<file path="src/rtl/flip_arbiter.sv">
`default_nettype none
// ============================================================================
// Module      : flip_arbiter
// Description : Round-robin sharing of one Flip byte unit between two
//               requesters, with start/finish sequencing and a finish timeout.
// Revision    : 1.0 - initial release
// ============================================================================
module flip_arbiter #(
    parameter int TIMEOUT_CYC = 255,
    parameter int CNT_W       = 16
) (
    input  logic       i_clk,
    input  logic       i_rst,
    input  logic       i_req0_valid,
    input  logic [7:0] i_req0_data,
    output logic       o_req0_ready,
    input  logic       i_req1_valid,
    input  logic [7:0] i_req1_data,
    output logic       o_req1_ready,
    output logic       o_rsp0_valid,
    output logic       o_rsp1_valid,
    output logic [7:0] o_rsp_data,
    output logic       o_rsp_err,
    output logic       o_flip_start,
    output logic [7:0] o_flip_data,
    input  logic [7:0] i_flip_data,
    input  logic       i_flip_finished,
    output logic       o_timeout,
    output logic       o_busy
);

    localparam logic [1:0]       c_ST_IDLE  = 2'd0;
    localparam logic [1:0]       c_ST_RUN   = 2'd1;
    localparam logic [1:0]       c_ST_RESP  = 2'd2;
    localparam logic [1:0]       c_ST_DRAIN = 2'd3;
    localparam logic [CNT_W-1:0] c_TIMEOUT  = CNT_W'(TIMEOUT_CYC);

    logic [1:0]       r_state;
    logic [1:0]       w_state_nxt;
    logic             r_last;
    logic             r_port;
    logic [7:0]       r_data;
    logic [7:0]       r_result;
    logic             r_err;
    logic             r_timeout;
    logic [CNT_W-1:0] r_cnt;
    logic [CNT_W-1:0] w_cnt_inc;
    logic             w_expired;
    logic             w_grant0;
    logic             w_grant1;

    assign w_cnt_inc = r_cnt + CNT_W'(1);
    // Compare the incremented count so start stays high exactly TIMEOUT_CYC cycles.
    assign w_expired = (w_cnt_inc >= c_TIMEOUT);

    always_comb begin
        w_grant0 = 1'b0;
        w_grant1 = 1'b0;
        if (r_state == c_ST_IDLE && !i_rst) begin
            if (i_req0_valid && (!i_req1_valid || r_last)) begin
                w_grant0 = 1'b1;
            end else if (i_req1_valid) begin
                w_grant1 = 1'b1;
            end
        end
    end

    always_comb begin
        w_state_nxt = r_state;
        case (r_state)
            c_ST_IDLE:  if (w_grant0 || w_grant1) w_state_nxt = c_ST_RUN;
            c_ST_RUN:   if (i_flip_finished || w_expired) w_state_nxt = c_ST_RESP;
            c_ST_RESP:  w_state_nxt = c_ST_DRAIN;
            c_ST_DRAIN: if (!i_flip_finished) w_state_nxt = c_ST_IDLE;
            default:    w_state_nxt = c_ST_IDLE;
        endcase
    end

    always_ff @(posedge i_clk or posedge i_rst) begin
        if (i_rst) begin
            r_state   <= c_ST_IDLE;
            r_last    <= 1'b1;
            r_port    <= 1'b0;
            r_data    <= 8'h00;
            r_result  <= 8'h00;
            r_err     <= 1'b0;
            r_timeout <= 1'b0;
            r_cnt     <= '0;
        end else begin
            r_state <= w_state_nxt;
            case (r_state)
                c_ST_IDLE: begin
                    if (w_grant0 || w_grant1) begin
                        r_data <= w_grant0 ? i_req0_data : i_req1_data;
                        r_port <= w_grant1;
                        r_last <= w_grant1;
                        r_cnt  <= '0;
                    end
                end
                c_ST_RUN: begin
                    r_cnt <= w_cnt_inc;
                    // A finish seen in the expiry cycle still counts as success.
                    if (i_flip_finished) begin
                        r_result <= i_flip_data;
                        r_err    <= 1'b0;
                    end else if (w_expired) begin
                        r_result  <= 8'h00;
                        r_err     <= 1'b1;
                        r_timeout <= 1'b1;
                    end
                end
                c_ST_DRAIN: begin
                    if (!i_flip_finished) r_cnt <= '0;
                end
                default: ;
            endcase
        end
    end

    assign o_req0_ready = w_grant0;
    assign o_req1_ready = w_grant1;
    assign o_flip_start = (r_state == c_ST_RUN);
    assign o_flip_data  = (r_state == c_ST_RUN) ? r_data : 8'h00;
    assign o_rsp0_valid = (r_state == c_ST_RESP) && !r_port;
    assign o_rsp1_valid = (r_state == c_ST_RESP) && r_port;
    assign o_rsp_data   = (r_state == c_ST_RESP) ? r_result : 8'h00;
    assign o_rsp_err    = (r_state == c_ST_RESP) && r_err;
    assign o_timeout    = r_timeout;
    assign o_busy       = (r_state != c_ST_IDLE);

endmodule
`default_nettype wire

</file>
<file path="config.mk">
export PLATFORM = sky130hd
export DESIGN_NAME = flip_arbiter
export DESIGN_NICKNAME = d
export VERILOG_FILES = /design/src/rtl/flip_arbiter.sv
export SDC_FILE = /design/constraint.sdc
export NUM_CORES = 1
export LEC_CHECK = 0
export ABC_AREA = 0
export CORE_MARGIN = 3
export CORE_UTILIZATION = 45
export CTS_CLUSTER_DIAMETER = 120
export DETAILED_ROUTE_END_ITERATION = 8
export HOLD_SLACK_MARGIN = 0.03
export PLACE_DENSITY = 0.84
export SYNTH_ARGS = -nofsm -noshare
export SYNTH_HDL_FRONTEND = slang
export SYNTH_SLANG_ARGS = --single-unit
</file>
<file path="constraint.sdc">
create_clock -name i_clk -period 2.3 [get_ports i_clk]
set_input_delay 0.345 -clock i_clk [delete_from_list [all_inputs] [get_ports i_clk]]
set_output_delay 0.345 -clock i_clk [all_outputs]
set_load 0.005 [all_outputs]
</file>
---- Word-level counts from Yosys, hierarchy flattened ----
Cells that the tools add are included.
storage, ports and cells
  register bits ........................... 38
  latch bits .............................. 0
  bits in writable memories ............... 0
  bits in read-only memories .............. 0
  bits of input ports ..................... 29
  word-level logic and storage cells ...... 56
  memories kept ........................... 0
cells by class
  $add $sub $neg .......................... 1
  multipliers ............................. 0
  div/mod/pow operators ................... 0
  magnitude comparators ................... 1
  equality and inequality tests ........... 6
  shift operators ......................... 0
  muxes and demuxes ....................... 19
  bitwise logic cells ..................... 1
  reduce and logical (&&, ||, !) cells .... 20
operator list
  cell                     number
  $pmux W16 S3             1
  $mux W8                  5
  $mux W16                 2
  $add A16 B1 Y16 const B  1
  $ge A16 B8 Y1 const B    1
  $reduce_and A3 Y1        3
  $pmux W2 S4              1
  $mux W1                  7
  $mux W2                  3
  $logic_and A1 B1 Y1      5
  $eq A2 B2 Y1 const B     2
  $ne A2 B1 Y1 const B     2
  $reduce_and A2 Y1        2
  $reduce_bool A2 Y1       2
  $logic_not A1 Y1         3
  $logic_or A1 B1 Y1       3
  $reduce_bool A3 Y1       1
  $eq A2 B1 Y1 const B     1
  $logic_not A2 Y1         1
  $ne A2 B2 Y1 const B     1
  $not A1 Y1               1

---- Logic depth before layout (Yosys ltp) ----
Gate-level depths: netlist of run 1.
  word-level depth ........................ 8
  mapped depth ............................ 8

---- Least setup slack after synthesis of run 1 ----
No wires, ideal clock.
  path kind ............................... flip-flop to flip-flop
  start ................................... register r_cnt[0]
  end ..................................... register r_state[1]
  arrival time ............................ 2.092 ns
  required time ........................... 2.175 ns
  slack ................................... 0.082 ns
  stages on the path, launching flop included .. 9
  period minus slack after synthesis ...... 2.218 ns
  cells stage by stage .................... dfrtp_1 ha_1 and3_1 buf_2 nand4_1 mux2i_1 nor4b_4 a31oi_2 mux2_4
on the way
  word-level cells in the longest chain between the ends .. 5
ends and longest elaborated chain
  item                                line  RTL
  start: declaration                  46    logic [CNT_W-1:0] r_cnt;
  start signal: assignment            101   r_cnt <= w_cnt_inc;
  $add A16 B1 Y16                     52    assign w_cnt_inc = r_cnt + CNT_W'(1);
  $ge A16 B8 Y1                       54    assign w_expired = (w_cnt_inc >= c_TIMEOUT);
  $logic_or A1 B1 Y1                  72    c_ST_RUN: if (i_flip_finished || w_expired) w_state_nxt = c_ST_RESP;
  $ne A2 B1 Y1 (no source line)       --
  $reduce_and A3 Y1 (no source line)  --
  end signal: assignment              81    r_state <= c_ST_IDLE;
  end signal: assignment              90    r_state <= w_state_nxt;
  end: declaration                    38    logic [1:0] r_state;
Every way passes these cells.
A chain may end at the register's enable or synchronous reset.

---- Final worst setup path of run 1 ----
  start ................................... register r_cnt[1]
  end ..................................... register r_state[1]
Same word-level chain as after synthesis.

==> impl_metrics.csv, run 1 <==
group,metric,value,unit
status,outcome,"completed",
cts,ctsHoldBuffers,0,
die,die_w,76.0,um
worst_setup_path,path_cells,"ha_1 > and3_1 > buf_4 > nand3_1 > nor2_1 > a311o_1 > a31oi_2 > mux2_4",
synth,ys_ff_latch,38,
placed_design,portBuffers,52,
timing,hold_viol,0,
timing,setup-violations-final,0,
worst_setup_path,cp-start-kind,"register",
worst_setup_path,r2r_slack,0.05,ns
route,via_per_inst,5.40,
worst_setup_path,setup.worst_path.end,"r_state[1]$_DFFE_PP0P_",
cts,clk_latency,0.29,ns
cells_and_area,n_fill_cell,346,
global_route,grt_pass1_wl,9370,um
die,die_h,76.0,um
cells_and_area,final_nets,337,
cts,numCtsBuffers,5,
timing,worst_pin_slew,0.539,ns
cells_and_area,syn2layout_area_growth,39.2,%
worst_setup_path,criticalPathCategory,"register to register",
route,routedWlPerCell,14.7,um
synth,syn_nets,274,
route,ant_nets,0,
hold_path,min_path_cells,1,
cells_and_area,fin_cells,367,
worst_setup_path,max_stage_delay,0.47,ns
global_route,grt_antenna_before_repair,0,
die,core,0.00453,mm2
synth,syn_area,0.00220,mm2
timing,maxClockFrequency,445,MHz
timing,drv_slew,0,
synth,async_flop_share,100,%
timing,hold_ws,0.461,ns
worst_setup_path,worstReg2RegEnd,"r_state[1]$_DFFE_PP0P_",
cts,cts_max_level,2,
synth,ys_types,45,
synth,yosysSeqAreaShare,43.2,%
cells_and_area,drive_gt1_share,14.9,%
route,drc_errors,0,
power,leakage,1.36,nW
worst_setup_path,cp_max_fo,7,
timing,finalCritPeriodShare,97.7,%
worst_setup_path,reg2reg_from,"r_cnt[1]$_DFFE_PP0P_",
die,io_pins,53,
route,via_count,1983,
synth,synth_ff_type,"dfrtp_1",
worst_setup_path,cp.required,2.48,ns
worst_setup_path,cp_data_arrival_time,2.43,ns
synth,syn_avg_cell_area,9.26,um2
die,fp.dieArea,0.00577,mm2
placed_design,placed_cells,355,
global_route,grt_max_degree,21,
cts,path_clk_slew,0.08,ns
synth,synth-edff-count,0,
route,finalWirelength,5390,um
cts,clockRootBuffer,"clkbuf_8",
synth,synth.yosys.warnings,0,
placed_design,gp_congestion,0.865,
global_route,grtUsageTotal,19.5,%
worst_setup_path,critPathCaptureType,"register",
cells_and_area,diodes,0,
placed_design,dp_hpwl,3910,um
global_route,grt_pass1_vias,2056,
timing,fin_skew,0.00425,ns
cts,clockBufferDepth,2,
timing,layout_min_cycle_time,2.25,ns
timing,max-slew-margin-rel,63.9,%
route,drtIter0Drc,140,
die,fp-row-count,24,
route,dr.pass1.iters,4,
cts,clock_sinks,38,
worst_setup_path,r2r_cells,8,
cts,cts_tree,"built",
global_route,grt-ovfl-total,0,
worst_setup_path,slowest_stage,"dfrtp_2",
synth,synthCells,238,
run,drv_cap,0,
die,start_util,48.6,%
worst_setup_path,cp-startpoint,"r_cnt[1]$_DFFE_PP0P_",
power,irDropWorstVdd,0.600,mV
power,power_density,1020,mW/mm2
hold_path,hp-class,"register to register",
==> routing by layer <==
metal  track usage [%]  routed length [um]  up-vias
li1                  -                   -      972
met1              23.0                2290      924
met2              34.0                2630       76
met3              7.33                 405       11
met4              4.35                  74        0
met5                 0                   0        -
==> repair_timing <==
| item | in CTS | in global routing |
|---|---|---|
| setup endpoints to repair | 3 | 26 |
| pin swaps | 0 | 1 |
| resized for setup | 3 | 11 |
| setup buffers | 0 | 4 |
==> flip-flops by register name (all words and copies together), names as in the netlist <==
| register | count |
|---|---|
| o_timeout | 1 |
| r_cnt | 16 |
| r_data | 8 |
| r_err | 1 |
| r_last | 1 |
| r_port | 1 |
| r_result | 8 |
| r_state | 2 |
==> placed cells by master, fill, tap and decap left out, drive strengths merged, types with 3 or more instances in the layout <==
cell	netlist	final
clkdlybuf4s50	0	50
dfrtp	37	37
nor2	30	30
and2	21	21
buf	5	18
nand2	16	16
o21ai	14	14
a22o	10	10
o31ai	10	10
inv	10	10
nand3	10	10
o22ai	9	9
ha	7	7
clkbuf	9	6
a31oi	5	5
nand4	5	5
xnor2	4	4
and3	3	3
a21oi	3	3
a21o	3	3
==> cell families (layout without fill, tap and decap cells) <==
group / after synthesis / after routing / share of synthesized area [%]
AO/OA/AOI/OAI: 64 / 64 / 20.8
XOR/XNOR: 6 / 6 / 2.38
adder cells (fa/ha/maj): 7 / 7 / 3.97
buffers and inverters: 24 / 88 / 4.37
flip-flops: 38 / 38 / 43.2
multiplexers: 2 / 2 / 1.14
AND/OR/NAND/NOR: 97 / 97 / 24.1
==> per-stage QoR <==
step / setup TNS (ns) / worst slack [ns] / total power [W] / cell area, um2 / utilization, %
2_1_floorplan: 0 / 0.0825 / 0.00175 / 2200 / -
3_3_place_gp: 0 / 0.127 / 0.00230 / 2850 / 62.9
3_5_place_dp: 0 / 0.0223 / 0.00236 / 2850 / 62.9
4_1_cts: 0 / 0.0119 / 0.00309 / 3000 / 66.3
5_1_grt: -0.0137 / -0.0137 / 0.00338 / 3070 / 67.7
6_report: 0 / 0.0521 / 0.00314 / 3070 / 67.7
==> worst min-delay path by stage <==
stage	startpoint	end	slack [ns]
final	o_timeout$_DFFE_PP0P_	o_timeout$_DFFE_PP0P_	0.46
after global routing	o_timeout$_DFFE_PP0P_	o_timeout$_DFFE_PP0P_	0.50
after CTS	o_timeout$_DFFE_PP0P_	o_timeout$_DFFE_PP0P_	0.46
after detailed placement	o_timeout$_DFFE_PP0P_	o_timeout$_DFFE_PP0P_	0.45
after global placement	o_timeout$_DFFE_PP0P_	o_timeout$_DFFE_PP0P_	0.45
after floorplan	o_timeout$_DFFE_PP0P_	o_timeout$_DFFE_PP0P_	0.45
==> report_power, final <==
group / internal (W) / leakage (nW) / switching (W)
combinational: 0.000774 / 0.809 / 0.000650
sequential: 0.000874 / 0.478 / 0.000133
clock: 0.000463 / 0.0714 / 0.000248
==> synthesized netlist by cell type (all sizes together), types with 2 or more instances <==
master	number	area (um2)
a21o	3	22.5
a21oi	3	15.0
a22o	10	87.6
a31oi	5	37.5
and2	21	131
and3	3	18.8
and4	2	17.5
buf	5	25.0
clkbuf	9	33.8
dfrtp	37	926
ha	7	87.6
inv	10	37.5
nand2	16	60.1
nand2b	2	12.5
nand3	10	55.1
nand4	5	46.3
nor2	30	113
nor3	2	21.3
o21a	2	15.0
o21ai	14	70.1
o22ai	9	56.3
o31ai	10	75.1
xnor2	4	35.0
xor2	2	17.5
==> layout make-up <==
class	instances	area [um2]	area share, %
Tap cell	65	81.3	2.65
Clock buffer	6	82.6	2.69
Sequential cell	38	955	31.1
Timing Repair Buffer	70	661	21.5
Inverter	10	37.5	1.22
Multi-Input combinational cell	176	1190	38.8
Clock inverter	2	60.1	1.96
==> critical path, delay by kind of cell (launching register included) <==
kind / cells / cell delay, ns
AOI/OAI and AO/OA: 2 / 0.57
adders and majority gates: 1 / 0.26
buffers and inverters: 1 / 0.15
DFF: 1 / 0.47
muxes: 1 / 0.32
and+or+nand+nor: 3 / 0.38
Power figures use the tool's default switching activity.
==> inputs of run 2 (changes only) <==
- CORE_MARGIN: 3 -> default
==> impl_metrics.csv, run 2 (synthesized netlist as in run 1, its figures left out) <==
group,metric,value,unit
status,outcome,"completed",
global_route,grt_pass1_vias,1897,
cts,clock_sinks,38,
run,drv_cap,0,
timing,worst_pin_slew,0.525,ns
die,fp-row-count,25,
hold_path,hp-class,"input pin to async pin",
placed_design,place_area,0.00284,mm2
timing,hold_viol,0,
cts,numCtsBuffers,5,
cells_and_area,postLayoutCellArea,0.00302,mm2
die,die_w,72.0,um
die,start_util,46.6,%
timing,maxClockFrequency,460,MHz
global_route,grtUsageTotal,21.5,%
cells_and_area,final_nets,333,
cts,clockBufferDepth,2,
timing,fin_skew,0.00685,ns
power,irDropWorstVdd,0.524,mV
route,via_count,1974,
timing,drv_slew,0,
route,drtIter0Drc,126,
cts,path_clk_slew,0.08,ns
global_route,grt_max_degree,32,
global_route,grt_pass1_wl,8720,um
worst_setup_path,cp_max_fo,8,
route,finalWirelength,5340,um
cells_and_area,regMostFlops,"r_cnt",
cts,ctsHoldBuffers,0,
worst_setup_path,setup.worst_path.end,"r_result[2]$_DFFE_PP0P_",
worst_setup_path,cp.required,2.48,ns
cts,cts_tree,"built",
placed_design,placed_cells,353,
die,die_h,72.0,um
timing,layout_min_cycle_time,2.17,ns
placed_design,portBuffers,52,
worst_setup_path,reg2reg_from,"r_cnt[3]$_DFFE_PP0P_",
placed_design,dp_hpwl,3760,um
cts,cts_max_level,2,
worst_setup_path,r2r_cells,7,
worst_setup_path,cp-start-kind,"register",
route,routedWlPerCell,14.6,um
cells_and_area,largest_reg_flops,16,
placed_design,gp_congestion,0.854,
worst_setup_path,cp-startpoint,"r_cnt[3]$_DFFE_PP0P_",
power,power_density,990,mW/mm2
cts,clk_latency,0.29,ns
power,power.total,0.00299,W
route,via_per_inst,5.41,
worst_setup_path,criticalPathCategory,"register to register",
worst_setup_path,r2r_slack,0.13,ns
timing,setup-violations-final,0,
cells_and_area,diodes,0,
timing,max-slew-margin-rel,64.9,%
timing,rsz0062_at_grt,"false",
cells_and_area,fin_cells,365,
cells_and_area,syn2layout_area_growth,37.1,%
global_route,grt-ovfl-total,0,
cells_and_area,drive_gt1_share,14.4,%
timing,setup_tns,0,ns
route,dr.pass1.iters,4,
timing,finalCritPeriodShare,94.5,%
cells_and_area,reg.largest.list,"r_cnt x16, r_data x8, r_result x8",
die,fp.dieArea,0.00518,mm2
cts,clockRootBuffer,"clkbuf_8",
route,ant_nets,0,
worst_setup_path,worstReg2RegEnd,"r_result[2]$_DFFE_PP0P_",
power,leakage,1.31,nW
cells_and_area,final_common_cell,"clkdlybuf4s50_1",
die,io_pins,53,
cells_and_area,mostFrequentLayoutCells,"clkdlybuf4s50_1 (50), dfrtp_1 (35), nor2_1 (29)",
timing,hold_ws,0.424,ns
die,core,0.00472,mm2
global_route,grt_antenna_before_repair,0,
route,drc_errors,0,
worst_setup_path,cp_data_arrival_time,2.36,ns
worst_setup_path,critPathCaptureType,"register",
run 2: cell count changes in the layout (fill, tap and decap cells not counted), sizes merged:
cell | previous run | this run
buf | 18 | 14
bufinv | 2 | 1
clkbuf | 6 | 5
clkinvlp | 0 | 2
run 2: metrics by stage:
| step | setup WS [ns] | utilization [%] |
|---|---|---|
| after detailed placement | 0.0772 | 60.1 |
| after global routing | 0.0185 | 63.9 |
| after floorplan | 0.0825 | - |
| after CTS | 0.00504 | 62.8 |
| final | 0.126 | 63.9 |
| after global placement | 0.144 | 60.1 |
run 2: metal layers:
metal | vias to the layer above | wire, um | global-route usage (%)
met5 | - | 0 | 0
li1 | 959 | - | -
met2 | 72 | 2660 | 36.2
met1 | 933 | 2350 | 27.3
met3 | 10 | 258 | 5.56
met4 | 0 | 71 | 6.97
run 2: worst max-delay path, stage by stage (launching register included):
cell and delay, ns:
dfrtp_1 0.52, nand4_4 0.20, nor3_1 0.34, xor2_1 0.30, nor4b_4 0.09, buf_4 0.16, a31o_4 0.27, a22o_1 0.18
run 2: timing repair:
action,4_1_cts,5_1_grt
gates resized for setup,2,13
buffers inserted,1,3
pin swaps,0,1
endpoints found under the setup margin,2,32
run 2: cell type report:
type,count,area [um2]
fillers,375,1700
multi-input cells,176,1190
flip-flops and latches,38,955
repair buffers,66,643
well taps,67,83.8
clock buffers,5,68.8
clock inverters,3,45.0
inverters,10,37.5
run 2: worst min path at each step:
stage / to / slack [ns] / cells after the start
floorplan: o_timeout$_DFFE_PP0P_ / 0.45 / 1
global placement: o_timeout$_DFFE_PP0P_ / 0.45 / 1
detailed placement: o_timeout$_DFFE_PP0P_ / 0.45 / 1
CTS: r_port$_DFFE_PP0P_ / 0.43 / 2
global route: r_port$_DFFE_PP0P_ / 0.45 / 2
finish: r_port$_DFFE_PP0P_ / 0.42 / 2
run 2: power breakdown:
group	switching [W]	internal (W)
Sequential	0.000127	0.000876
Combinational	0.000652	0.000770
Clock	0.000245	0.000322
